`src/rtl/mem_byte_requester.sv`:
```
// Splits CPU byte/halfword/word accesses into sequential little-endian byte
// requests on the byte-wide memory port; assembles and extends load data.
module mem_byte_requester #(
  parameter int ADDR_WIDTH = 13
) (
  input  logic                  i_clk,
  input  logic                  i_rst_n,
  input  logic                  i_req,
  input  logic                  i_we,
  input  logic [1:0]            i_size,
  input  logic                  i_unsigned,
  input  logic [31:0]           i_addr,
  input  logic [31:0]           i_wdata,
  output logic [31:0]           o_rdata,
  output logic                  o_done,
  output logic                  o_busy,
  output logic                  o_mem_request,
  output logic                  o_mem_write,
  output logic [ADDR_WIDTH-1:0] o_mem_address,
  output logic [7:0]            o_mem_data,
  input  logic [7:0]            i_mem_data,
  input  logic                  i_mem_data_DV
);

  // state | meaning
  // IDLE  | no access in progress, accepting i_req
  // ISSUE | request for byte k is on the memory port
  // WAIT  | waiting for the memory response to byte k
  typedef enum logic [1:0] {
    IDLE  = 2'd0,
    ISSUE = 2'd1,
    WAIT  = 2'd2
  } state_t;

  state_t                state_q, state_d;
  logic                  we_q, uns_q;
  logic [1:0]            size_q;
  logic [1:0]            k_q, k_d, last_k;
  logic [ADDR_WIDTH-1:0] addr_q, mem_addr_d;
  logic [31:0]           wdata_q;
  logic [31:0]           asm_q, asm_d;
  logic [31:0]           rdata_d;
  logic                  mem_req_d, mem_write_d, done_d, accept;
  logic [7:0]            mem_data_d;
  logic                  unused_addr_hi;

  assign unused_addr_hi = ^i_addr[31:ADDR_WIDTH];
  assign o_busy         = (state_q != IDLE);
  assign last_k         = (size_q == 2'b00) ? 2'd0 : (size_q == 2'b01) ? 2'd1 : 2'd3;

  // Memory-port outputs are registered, so they are computed here for the
  // state being entered: a request shows up in the first cycle of ISSUE.
  always_comb begin
    state_d     = state_q;
    k_d         = k_q;
    asm_d       = asm_q;
    mem_req_d   = 1'b0;
    mem_write_d = o_mem_write;
    mem_addr_d  = o_mem_address;
    mem_data_d  = o_mem_data;
    done_d      = 1'b0;
    accept      = 1'b0;
    case (state_q)
      IDLE: begin
        if (i_req) begin
          accept      = 1'b1;
          state_d     = ISSUE;
          k_d         = 2'd0;
          asm_d       = '0;
          mem_req_d   = 1'b1;
          mem_write_d = i_we;
          mem_addr_d  = i_addr[ADDR_WIDTH-1:0];
          mem_data_d  = i_wdata[7:0];
        end
      end
      ISSUE: state_d = WAIT;
      WAIT: begin
        if (i_mem_data_DV) begin
          if (!we_q) asm_d[{k_q, 3'b000} +: 8] = i_mem_data;
          if (k_q != last_k) begin
            k_d        = k_q + 2'd1;
            state_d    = ISSUE;
            mem_req_d  = 1'b1;
            mem_addr_d = addr_q + ADDR_WIDTH'(k_d);
            mem_data_d = wdata_q[{k_d, 3'b000} +: 8];
          end else begin
            k_d     = 2'd0;
            state_d = IDLE;
            done_d  = 1'b1;
          end
        end
      end
      default: state_d = IDLE;
    endcase
  end

  always_comb begin
    case (size_q)
      2'b00:   rdata_d = {{24{~uns_q & asm_d[7]}}, asm_d[7:0]};
      2'b01:   rdata_d = {{16{~uns_q & asm_d[15]}}, asm_d[15:0]};
      default: rdata_d = asm_d;
    endcase
  end

  always_ff @(posedge i_clk or negedge i_rst_n) begin
    if (!i_rst_n) begin
      state_q       <= IDLE;
      k_q           <= 2'd0;
      asm_q         <= '0;
      we_q          <= 1'b0;
      uns_q         <= 1'b0;
      size_q        <= 2'b00;
      addr_q        <= '0;
      wdata_q       <= '0;
      o_mem_request <= 1'b0;
      o_mem_write   <= 1'b0;
      o_mem_address <= '0;
      o_mem_data    <= '0;
      o_done        <= 1'b0;
      o_rdata       <= '0;
    end else begin
      state_q       <= state_d;
      k_q           <= k_d;
      asm_q         <= asm_d;
      o_mem_request <= mem_req_d;
      o_mem_write   <= mem_write_d;
      o_mem_address <= mem_addr_d;
      o_mem_data    <= mem_data_d;
      o_done        <= done_d;
      if (accept) begin
        we_q    <= i_we;
        size_q  <= i_size;
        uns_q   <= i_unsigned;
        addr_q  <= i_addr[ADDR_WIDTH-1:0];
        wdata_q <= i_wdata;
      end
      if (done_d && !we_q) o_rdata <= rdata_d;
    end
  end

endmodule

```
`config.mk`:
```
export PLATFORM = sky130hd
export DESIGN_NAME = mem_byte_requester
export DESIGN_NICKNAME = d
export VERILOG_FILES = /design/src/rtl/mem_byte_requester.sv
export SDC_FILE = /design/constraint.sdc
export NUM_CORES = 1
export LEC_CHECK = 0
export ABC_AREA = 1
export CAP_MARGIN = 15
export CORE_UTILIZATION = 40
export CTS_CLUSTER_DIAMETER = 50
export DETAILED_ROUTE_END_ITERATION = 10
export GPL_ROUTABILITY_DRIVEN = 0
export PLACE_DENSITY = 0.66
export SYNTH_ARGS = -nofsm -noshare
export SYNTH_HDL_FRONTEND = slang
export SYNTH_SLANG_ARGS = --single-unit
```
`constraint.sdc`:
```
create_clock -name i_clk -period 2.44 [get_ports i_clk]
set_input_delay 0.61 -clock i_clk [delete_from_list [all_inputs] [get_ports i_clk]]
set_output_delay 0.61 -clock i_clk [all_outputs]
set_load 0.005 [all_outputs]
```
==> results of run 1 <==
==> sequential cells by signal, indices dropped and copies added, names as in the netlist, 2 cells and up <==
| name | count |
|---|---|
| wdata_q | 32 |
| state_q | 2 |
| k_q | 2 |
| size_q | 2 |
| addr_q | 13 |
| asm_q | 32 |
| o_mem_address | 13 |
| o_mem_data | 8 |
| o_rdata | 32 |
==> synthesized netlist by cell type, types with 2 or more instances <==
cell type / number / area (um^2)
o21ai_0: 66 / 330
buf_6: 2 / 22.5
a31oi_1: 4 / 25.0
o22ai_1: 9 / 56.3
nor3_1: 9 / 45.0
nor2_4: 2 / 22.5
buf_1: 2 / 7.51
nand2_2: 5 / 31.3
nand3_4: 2 / 35.0
inv_2: 6 / 22.5
buf_4: 4 / 30.0
nor2_1: 72 / 270
dfrtp_1: 140 / 3500
a21oi_1: 33 / 165
nand4_1: 4 / 25.0
xor2_1: 2 / 17.5
clkbuf_1: 15 / 56.3
nor2_2: 8 / 50.1
nand3_1: 51 / 255
nand2_4: 3 / 33.8
nand2_1: 281 / 1050
or2_2: 3 / 18.8
ha_1: 6 / 75.1
or2_1: 17 / 106
buf_2: 8 / 40.0
inv_1: 62 / 233
==> final cells by class <==
| class | count | share of cell area |
|---|---|---|
| Clock inverter | 6 | 0.0100 |
| Tap cell | 216 | 0.0310 |
| Inverter | 68 | 0.0293 |
| Sequential cell | 140 | 0.402 |
| Multi-Input combinational cell | 586 | 0.311 |
| Clock buffer | 23 | 0.0559 |
| Timing Repair Buffer | 143 | 0.161 |
==> layout by cell type (no fill, tap or decap), types with 5 or more instances in the layout <==
master | netlist | routed
a21oi_1 | 33 | 33
clkdlybuf4s50_1 | 0 | 116
o22ai_1 | 9 | 9
nor2_2 | 8 | 8
clkbuf_16 | 0 | 17
ha_1 | 6 | 5
or2_1 | 17 | 17
nand3_1 | 51 | 51
dfrtp_1 | 140 | 140
o21ai_0 | 66 | 66
inv_1 | 62 | 62
buf_4 | 4 | 23
nand2_2 | 5 | 5
inv_2 | 6 | 6
nor2_1 | 72 | 72
nor3_1 | 9 | 8
nand2_1 | 281 | 281
==> power breakdown <==
group	internal [mW]	switching [mW]
registers	3.17	0.510
logic	1.79	2.15
clock network	1.59	0.941
==> worst register-to-register path, stage by stage (launching register included) <==
cell	delay [ps]
dfrtp_1	410
inv_1	100
ha_2	460
nand2_1	160
nor2_2	250
nand2_1	90
nand2_1	120
nand2_2	110
nand3_4	210
nor2_1	80
nor2_1	90
==> cells by family (layout without fill, tap and decap cells) <==
kind of cell,count (synthesis),after routing,share of synthesized area
flops,140,140,0.529
fa+ha+maj,7,7,0.0144
compound gates,115,115,0.0903
buf+inv,99,240,0.0622
simple gates,461,461,0.300
xor+xnor,3,3,0.00397
==> worst min-delay path by stage <==
stage / from / endpoint / slack [ps]
2_1_floorplan: i_rst_n / addr_q[0] / 310
3_3_place_gp: asm_q[29] / asm_q[29] / 450
3_5_place_dp: asm_q[20] / asm_q[20] / 460
4_1_cts: i_rst_n / wdata_q[17] / 170
5_1_grt: i_rst_n / o_mem_data[1] / 180
6_report: i_rst_n / wdata_q[17] / 140
==> per-layer routing <==
layer,vias up,global-route usage,part of all wire
met5,-,0,0
met4,0,0.0636,0.011
met3,11,0.0476,0.047
met2,128,0.331,0.46
met1,2604,0.292,0.48
li1,2887,-,-
==> impl_metrics.yaml, run 1 <==
run_status:
  status: "complete, no violations"
layout:
  stdcell_count: 1182
  multi_input_area_um2: 2720
  drive_gt1_frac: 0.0921
  fin_area_um2: 8720
  nFillCells: 1521
  antennaDiodeCount: 0
  seq_area_um2: 3500
  area_growth_pct: 31.7
  postLayoutCoreUtil: 0.545
  final_nets: 1043
drt:
  vias: 5630
  dr.first_iter.drc_count: 307
  via_per_inst: 4.76
  drc: 0
  firstDrtPassIters: 7
  wire_per_inst_um: 14.1
  ant_nets: 0
  wl_mm: 16.7
worst_setup_path:
  timing.rr.start: "k_q[1]"
  path_class: "flip-flop to output pin"
  r2r_cells: 10
  critical_path.slowest_cell: "dfrtp_1"
  critical-path-top-delay-family: "buffers and inverters"
  cp_max_fo: 6
  crit_buf_inv: 2
  r2r_end: "o_rdata[16]"
  path_depth: 3
  crit_arrival_ps: 1690
  worst_path_largest_cell_delay_ps: 470
  r2r_slack_ps: 280
  cp-end-kind: "output pin"
  critPathLaunchType: "flip-flop"
  required_ps: 1830
  crit_start: "state_q[0]"
  crit_end: "o_busy"
  crit_path_cell_trace: "nor2_1 > inv_1 > clkdlybuf4s50_1"
pwr:
  peakVddDrop_mv: 0.624
  power_density_nw_per_um2: 1160
  p_total_mw: 10.2
  total_leakage_power_nw: 4.37
timing:
  finalClockSkew_ps: 6.20
  hold_viol_final: 0
  fin_tns_setup_ps: 0
  post-route-min-period_ps: 2300
  fin_crit_sh: 0.944
  drv_slew: 0
  rsz0062_at_grt: "no"
  whs_ps: 144
  slew_headroom: 0.643
  setup_violations: 0
  tightest_slew_ps: 535
  max_clock_freq_mhz: 434
  setup_slack_ps: 137
clock_network:
  h-tree-depth: 4
  hold_buffers: 0
  post_cts_buffers: 0
  clk_pin_slew_worst_paths_ps: 60
  post_cts_resized: 0
  clock-sinks: 140
  cts_tree: "yes"
  cts_buffers: 17
  cts_root_buffer: "clkbuf_16"
  clk_latency_ps: 410
  max-clock-path-buffers: 2
global_routing:
  grt_usage: 0.211
  grt_start_max_net_pins: 57
  grt_pass1_wl_mm: 27.2
  antenna_found_initial: 0
  gr-total-overflow: 0
  first_global_vias: 5408
die:
  dieArea_um2: 17100
  die_w_um: 131
  rows: 46
  core_area_um2: 16000
  io_pins: 137
  start_util: 0.414
  die_h_um: 131
synth:
  ys_ff_latch: 140
  synthDistinctLibCells: 35
  syn_nets: 912
  yosysSeqAreaShare: 0.529
  synth_cells: 825
  yosysWarnings: 0
  ys_async_sr_fraction: 1.00
  synth_edf_count: 0
  synth_area_um2: 6620
  syn_area_per_cell_um2: 8.03
  synth_ff_type: "dfrtp_1"
placed_design:
  portBuffers: 117
  dp.final_hpwl_mm: 11.6
  dp.cells: 1153
  postPlaceCellArea_um2: 8140
  pre_cts_slack_ps: 54.0
run:
  maxCapViolations: 0
worst_hold_path:
  hold_path_class: "input pin to async pin"
Power figures use the tool's default switching activity.
==> run 2: changes to the inputs <==
--- a/config.mk
+++ b/config.mk
@@ -11,6 +11,7 @@
 export CTS_CLUSTER_DIAMETER = 50
 export DETAILED_ROUTE_END_ITERATION = 10
 export GPL_ROUTABILITY_DRIVEN = 0
+export GPL_TIMING_DRIVEN = 0
 export PLACE_DENSITY = 0.66
 export SYNTH_ARGS = -nofsm -noshare
 export SYNTH_HDL_FRONTEND = slang
==> impl_metrics.yaml, run 2 (synthesis gave the netlist of run 1 again) <==
clock_network:
  max-clock-path-buffers: 2
  h-tree-depth: 4
  cts_tree: "yes"
  clock-sinks: 140
  clk_latency_ps: 430
  clk_pin_slew_worst_paths_ps: 60
  cts_root_buffer: "clkbuf_16"
  cts_buffers: 17
timing:
  max_clock_freq_mhz: 431
  setup_violations: 0
  hold_viol_final: 0
  post-route-min-period_ps: 2320
  fin_tns_setup_ps: 0
  finalClockSkew_ps: 8.56
  drv_slew: 0
  setup_slack_ps: 121
  fin_crit_sh: 0.950
  tightest_slew_ps: 638
  slew_headroom: 0.575
placed_design:
  pre_cts_slack_ps: -465
  dp.final_hpwl_mm: 13.0
  postPlaceCellArea_um2: 8090
  dp.cells: 1159
  portBuffers: 117
pwr:
  power_density_nw_per_um2: 1190
  p_switching_mw: 3.80
  swShare: 0.363
  p_int_mw: 6.68
  p_comb_frac: 0.390
  p_total_mw: 10.5
  p_seq_frac: 0.353
  total_leakage_power_nw: 4.40
  peakVddDrop_mv: 0.604
  clkPwrFrac: 0.257
die:
  die_w_um: 131
  dieArea_um2: 17100
  io_pins: 137
  core_area_um2: 16000
  start_util: 0.414
  die_h_um: 131
  rows: 46
layout:
  antennaDiodeCount: 0
  stdcell_count: 1194
  reg_top3: "asm_q: 32 flops, o_rdata: 32 flops, wdata_q: 32 flops"
  final_cell_mix: "278 x nand2_1, 140 x dfrtp_1, 116 x clkdlybuf4s50_1, 71 x nor2_1, 62 x o21ai_0"
  layout_commonest_cell: "nand2_1"
  fin_area_um2: 8820
  area_growth_pct: 33.2
  final_nets: 1052
  drive_gt1_frac: 0.0992
worst_setup_path:
  cp-end-kind: "flip-flop"
  crit_arrival_ps: 2640
  required_ps: 2760
  critPathMostFrequentCell: "nand2_1"
  critPathLaunchType: "flip-flop"
  crit_path_cell_trace: "buf_4 > inv_2 > buf_12 > ha_4 > ha_1 > nand2_1 > a21oi_4 > nand2_2 > o21ai_1 > nand3_1 > nand2_1 > nand2_1"
  worst_path_largest_cell_delay_ps: 400
  critical-path-top-delay-family: "adder cells"
  critical_path.slowest_cell: "dfrtp_1"
  cp_max_fo: 12
  crit_buf_inv: 3
  path_class: "flip-flop to flip-flop"
global_routing:
  grt_usage: 0.226
  grt_pass1_wl_mm: 29.1
  gr-total-overflow: 0
  antenna_found_initial: 0
  grt_start_max_net_pins: 74
  first_global_vias: 5642
drt:
  dr.first_iter.drc_count: 451
  firstDrtPassIters: 8
  drc: 0
  via_per_inst: 4.95
  wl_mm: 17.9
  ant_nets: 0
  wire_per_inst_um: 15.0
  vias: 5905
run_status:
  status: "complete, no violations"
worst_hold_path:
  hold_path_class: "input pin to async pin"
run:
  maxCapViolations: 0
==> run 2: changes by cell type in the layout (fill, tap and decap cells not counted), moves of 4 or more <==
cell	before	now
buf_4	23	8
clkbuf_1	2	13
o21ai_1	1	5
o21ai_0	66	62
buf_2	0	7
clkinv_2	1	5
==> run 2: power by group through the flow <==
stage               logic [mW]  registers (mW)  clock network [mW]
finish                    4.09            3.70                2.70
global route              4.62            3.79                2.82
global placement          3.88            3.71                   0
floorplan                 2.23            3.65                   0
detailed placement        3.92            3.72                   0
CTS                       4.02            3.69                2.74
==> run 2: path summary, 6_finish.rpt <==
check	start	end	slack (ps)	cells past startpoint
worst max-delay path	k_q[0]	o_mem_address[9]	120	12
min in group i_clk	asm_q[21]	asm_q[21]	470	2
worst min register to register	asm_q[21]	asm_q[21]	470	2
worst max register to register	k_q[0]	o_mem_address[9]	120	12
max in group asynchronous	i_rst_n	asm_q[30]	1480	2
worst min-delay path	i_rst_n	o_mem_data[6]	180	1
==> run 2: final cells by class <==
cell class / instances / area [um^2]
plain buffers: 31 / 176
clock buffers: 21 / 480
clock inverters: 11 / 140
fillers: 1537 / 7180
inverters: 68 / 259
multi-input cells: 586 / 2770
flip-flops and latches: 140 / 3500
well taps: 216 / 270
repair buffers: 121 / 1220
==> run 2: routing by layer <==
layer / up-vias / routed length [um] / global-route usage
met1: 2815 / 8490 / 0.315
met4: 0 / 207 / 0.0798
met5: - / 0 / 0
met3: 16 / 909 / 0.0432
met2: 161 / 8310 / 0.353
li1: 2913 / - / -
==> run 2: what timing repair did <==
item                                    in CTS  in global routing
hold buffers                                 0                  0
setup buffers                                0                  3
endpoints found under the setup margin      45                 35
gates resized for setup                     10                 17
pin swaps                                    0                  2
==> run 2: stage by stage <==
stage	utilization	hold slack, ps
6_report	0.551	177
5_1_grt	0.551	238
4_1_cts	0.547	212
3_5_place_dp	0.506	455
3_3_place_gp	0.504	449
2_1_floorplan	-	314
==> run 3: changes to the inputs <==
--- a/config.mk
+++ b/config.mk
@@ -13,6 +13,7 @@
 export GPL_ROUTABILITY_DRIVEN = 0
 export GPL_TIMING_DRIVEN = 0
 export PLACE_DENSITY = 0.66
+export RECOVER_POWER = 50
 export SYNTH_ARGS = -nofsm -noshare
 export SYNTH_HDL_FRONTEND = slang
 export SYNTH_SLANG_ARGS = --single-unit
==> impl_metrics.yaml, run 3 (synthesis gave the netlist of run 1 again) <==
die:
  dieArea_um2: 17100
  start_util: 0.414
  rows: 46
  die_h_um: 131
  core_area_um2: 16000
  io_pins: 137
  die_w_um: 131
global_routing:
  first_global_vias: 5642
  grt_pass1_wl_mm: 29.1
  grt_start_max_net_pins: 74
  antenna_found_initial: 1
  gr-total-overflow: 0
  grt_usage: 0.226
worst_setup_path:
  r2r_slack_ps: 120
  crit_start: "k_q[0]"
  path_class: "flip-flop to flip-flop"
  critPathLaunchType: "flip-flop"
  r2r_end: "o_mem_address[9]"
  cp_max_fo: 12
  worst_path_largest_cell_delay_ps: 400
  crit_end: "o_mem_address[9]"
  critical_path.slowest_cell: "dfrtp_1"
  r2r_cells: 12
  crit_arrival_ps: 2650
  cp-end-kind: "flip-flop"
  required_ps: 2770
  critPathMostFrequentCell: "nand2_1"
  crit_path_cell_trace: "buf_4 > inv_2 > buf_12 > ha_4 > ha_1 > nand2_1 > a21oi_4 > nand2_2 > o21ai_1 > nand3_1 > nand2_1 > nand2_1"
  timing.rr.start: "k_q[0]"
layout:
  area_growth_pct: 32.7
  drive_gt1_frac: 0.0971
  multi_input_area_um2: 2760
  postLayoutCoreUtil: 0.549
  layout_commonest_cell: "nand2_1"
  reg_top3: "asm_q: 32 flops, o_rdata: 32 flops, wdata_q: 32 flops"
  final_nets: 1052
  antennaDiodeCount: 0
  seq_area_um2: 3500
  nFillCells: 1541
  final_cell_mix: "280 x nand2_1, 140 x dfrtp_1, 115 x clkdlybuf4s50_1, 71 x nor2_1, 62 x o21ai_0"
drt:
  firstDrtPassIters: 5
  dr.first_iter.drc_count: 445
  vias: 5895
  wl_mm: 17.9
  via_per_inst: 4.94
  drc: 0
  wire_per_inst_um: 15.0
  ant_nets: 0
placed_design:
  portBuffers: 117
  dp.final_hpwl_mm: 13.0
pwr:
  total_leakage_power_nw: 4.39
  power_density_nw_per_um2: 1190
  peakVddDrop_mv: 0.588
  p_total_mw: 10.5
timing:
  post-route-min-period_ps: 2320
  slew_headroom: -0.122
  tightest_slew_ps: 1680
  drv_slew: 69
  max_clock_freq_mhz: 431
  setup_violations: 0
  fin_crit_sh: 0.952
  hold_viol_final: 0
  finalClockSkew_ps: 8.14
clock_network:
  max-clock-path-buffers: 2
  cts_tree: "yes"
  clk_pin_slew_worst_paths_ps: 60
  cts_buffers: 17
  cts_root_buffer: "clkbuf_16"
  clock-sinks: 140
  h-tree-depth: 4
  clk_latency_ps: 430
  hold_buffers: 0
run_status:
  failed_checks: "capacitance limit, slew limit"
  status: "finished with violations"
worst_hold_path:
  hold_path_class: "flip-flop to flip-flop"
  hold_depth: 2
run:
  maxCapViolations: 1
run 3: worst min path at each step:
| stage | startpoint | end | slack (ps) |
|---|---|---|---|
| 2_1_floorplan | i_rst_n | addr_q[0] | 310 |
| 3_3_place_gp | asm_q[26] | asm_q[26] | 450 |
| 3_5_place_dp | asm_q[21] | asm_q[21] | 450 |
| 4_1_cts | i_rst_n | o_mem_data[6] | 210 |
| 5_1_grt | asm_q[25] | asm_q[25] | 490 |
| 6_report | asm_q[21] | asm_q[21] | 470 |
run 3: power by group:
group	internal [mW]	total [mW]	switching (mW)	leakage [nW]
Clock	1.71	2.70	0.990	0.309
Combinational	1.79	4.08	2.29	2.28
Sequential	3.17	3.70	0.524	1.80
Total	6.68	10.5	3.80	4.39
run 3: what timing repair did:
item | CTS | global route
setup buffers | 0 | 3
pin swaps | 0 | 2
resized for setup | 10 | 17
setup endpoints to repair | 45 | 35
cloned | 0 | 0
run 3: critical path: cells and delay by family (launching register included):
family	cells	cell delay (ps)
adder cells (fa/ha/maj)	2	540
buffers and inverters	3	450
AO/OA/AOI/OAI	2	400
flip-flops	1	400
AND/OR/NAND/NOR	5	430
run 3: per-stage QoR:
stage	setup TNS [ps]	worst slack (ps)	std cells	area (um^2)	hold WS, ps
2_1_floorplan	0	82.8	825	6620	314
3_3_place_gp	-701880	-4940	1158	8070	449
3_5_place_dp	-11240	-465	1159	8090	455
4_1_cts	0	9.70	1191	8760	212
5_1_grt	-8.65	-7.54	1194	8790	487
6_report	0	118	1194	8790	466
run 3: final cells by class:
type                    count  area share
multi-input cells         586       0.314
plain buffers              31      0.0201
flip-flops and latches    140       0.399
clock inverters            11      0.0159
clock buffers              21      0.0547
repair buffers            121       0.136
inverters                  68      0.0295
well taps                 216      0.0307
run 3: layer usage:
metal  vias up  track usage  share of wire
li1       2914            -              -
met4         2       0.0798          0.012
met1      2801        0.315           0.47
met3        17       0.0432          0.052
met5         -            0        0.00072
met2       161        0.353           0.47
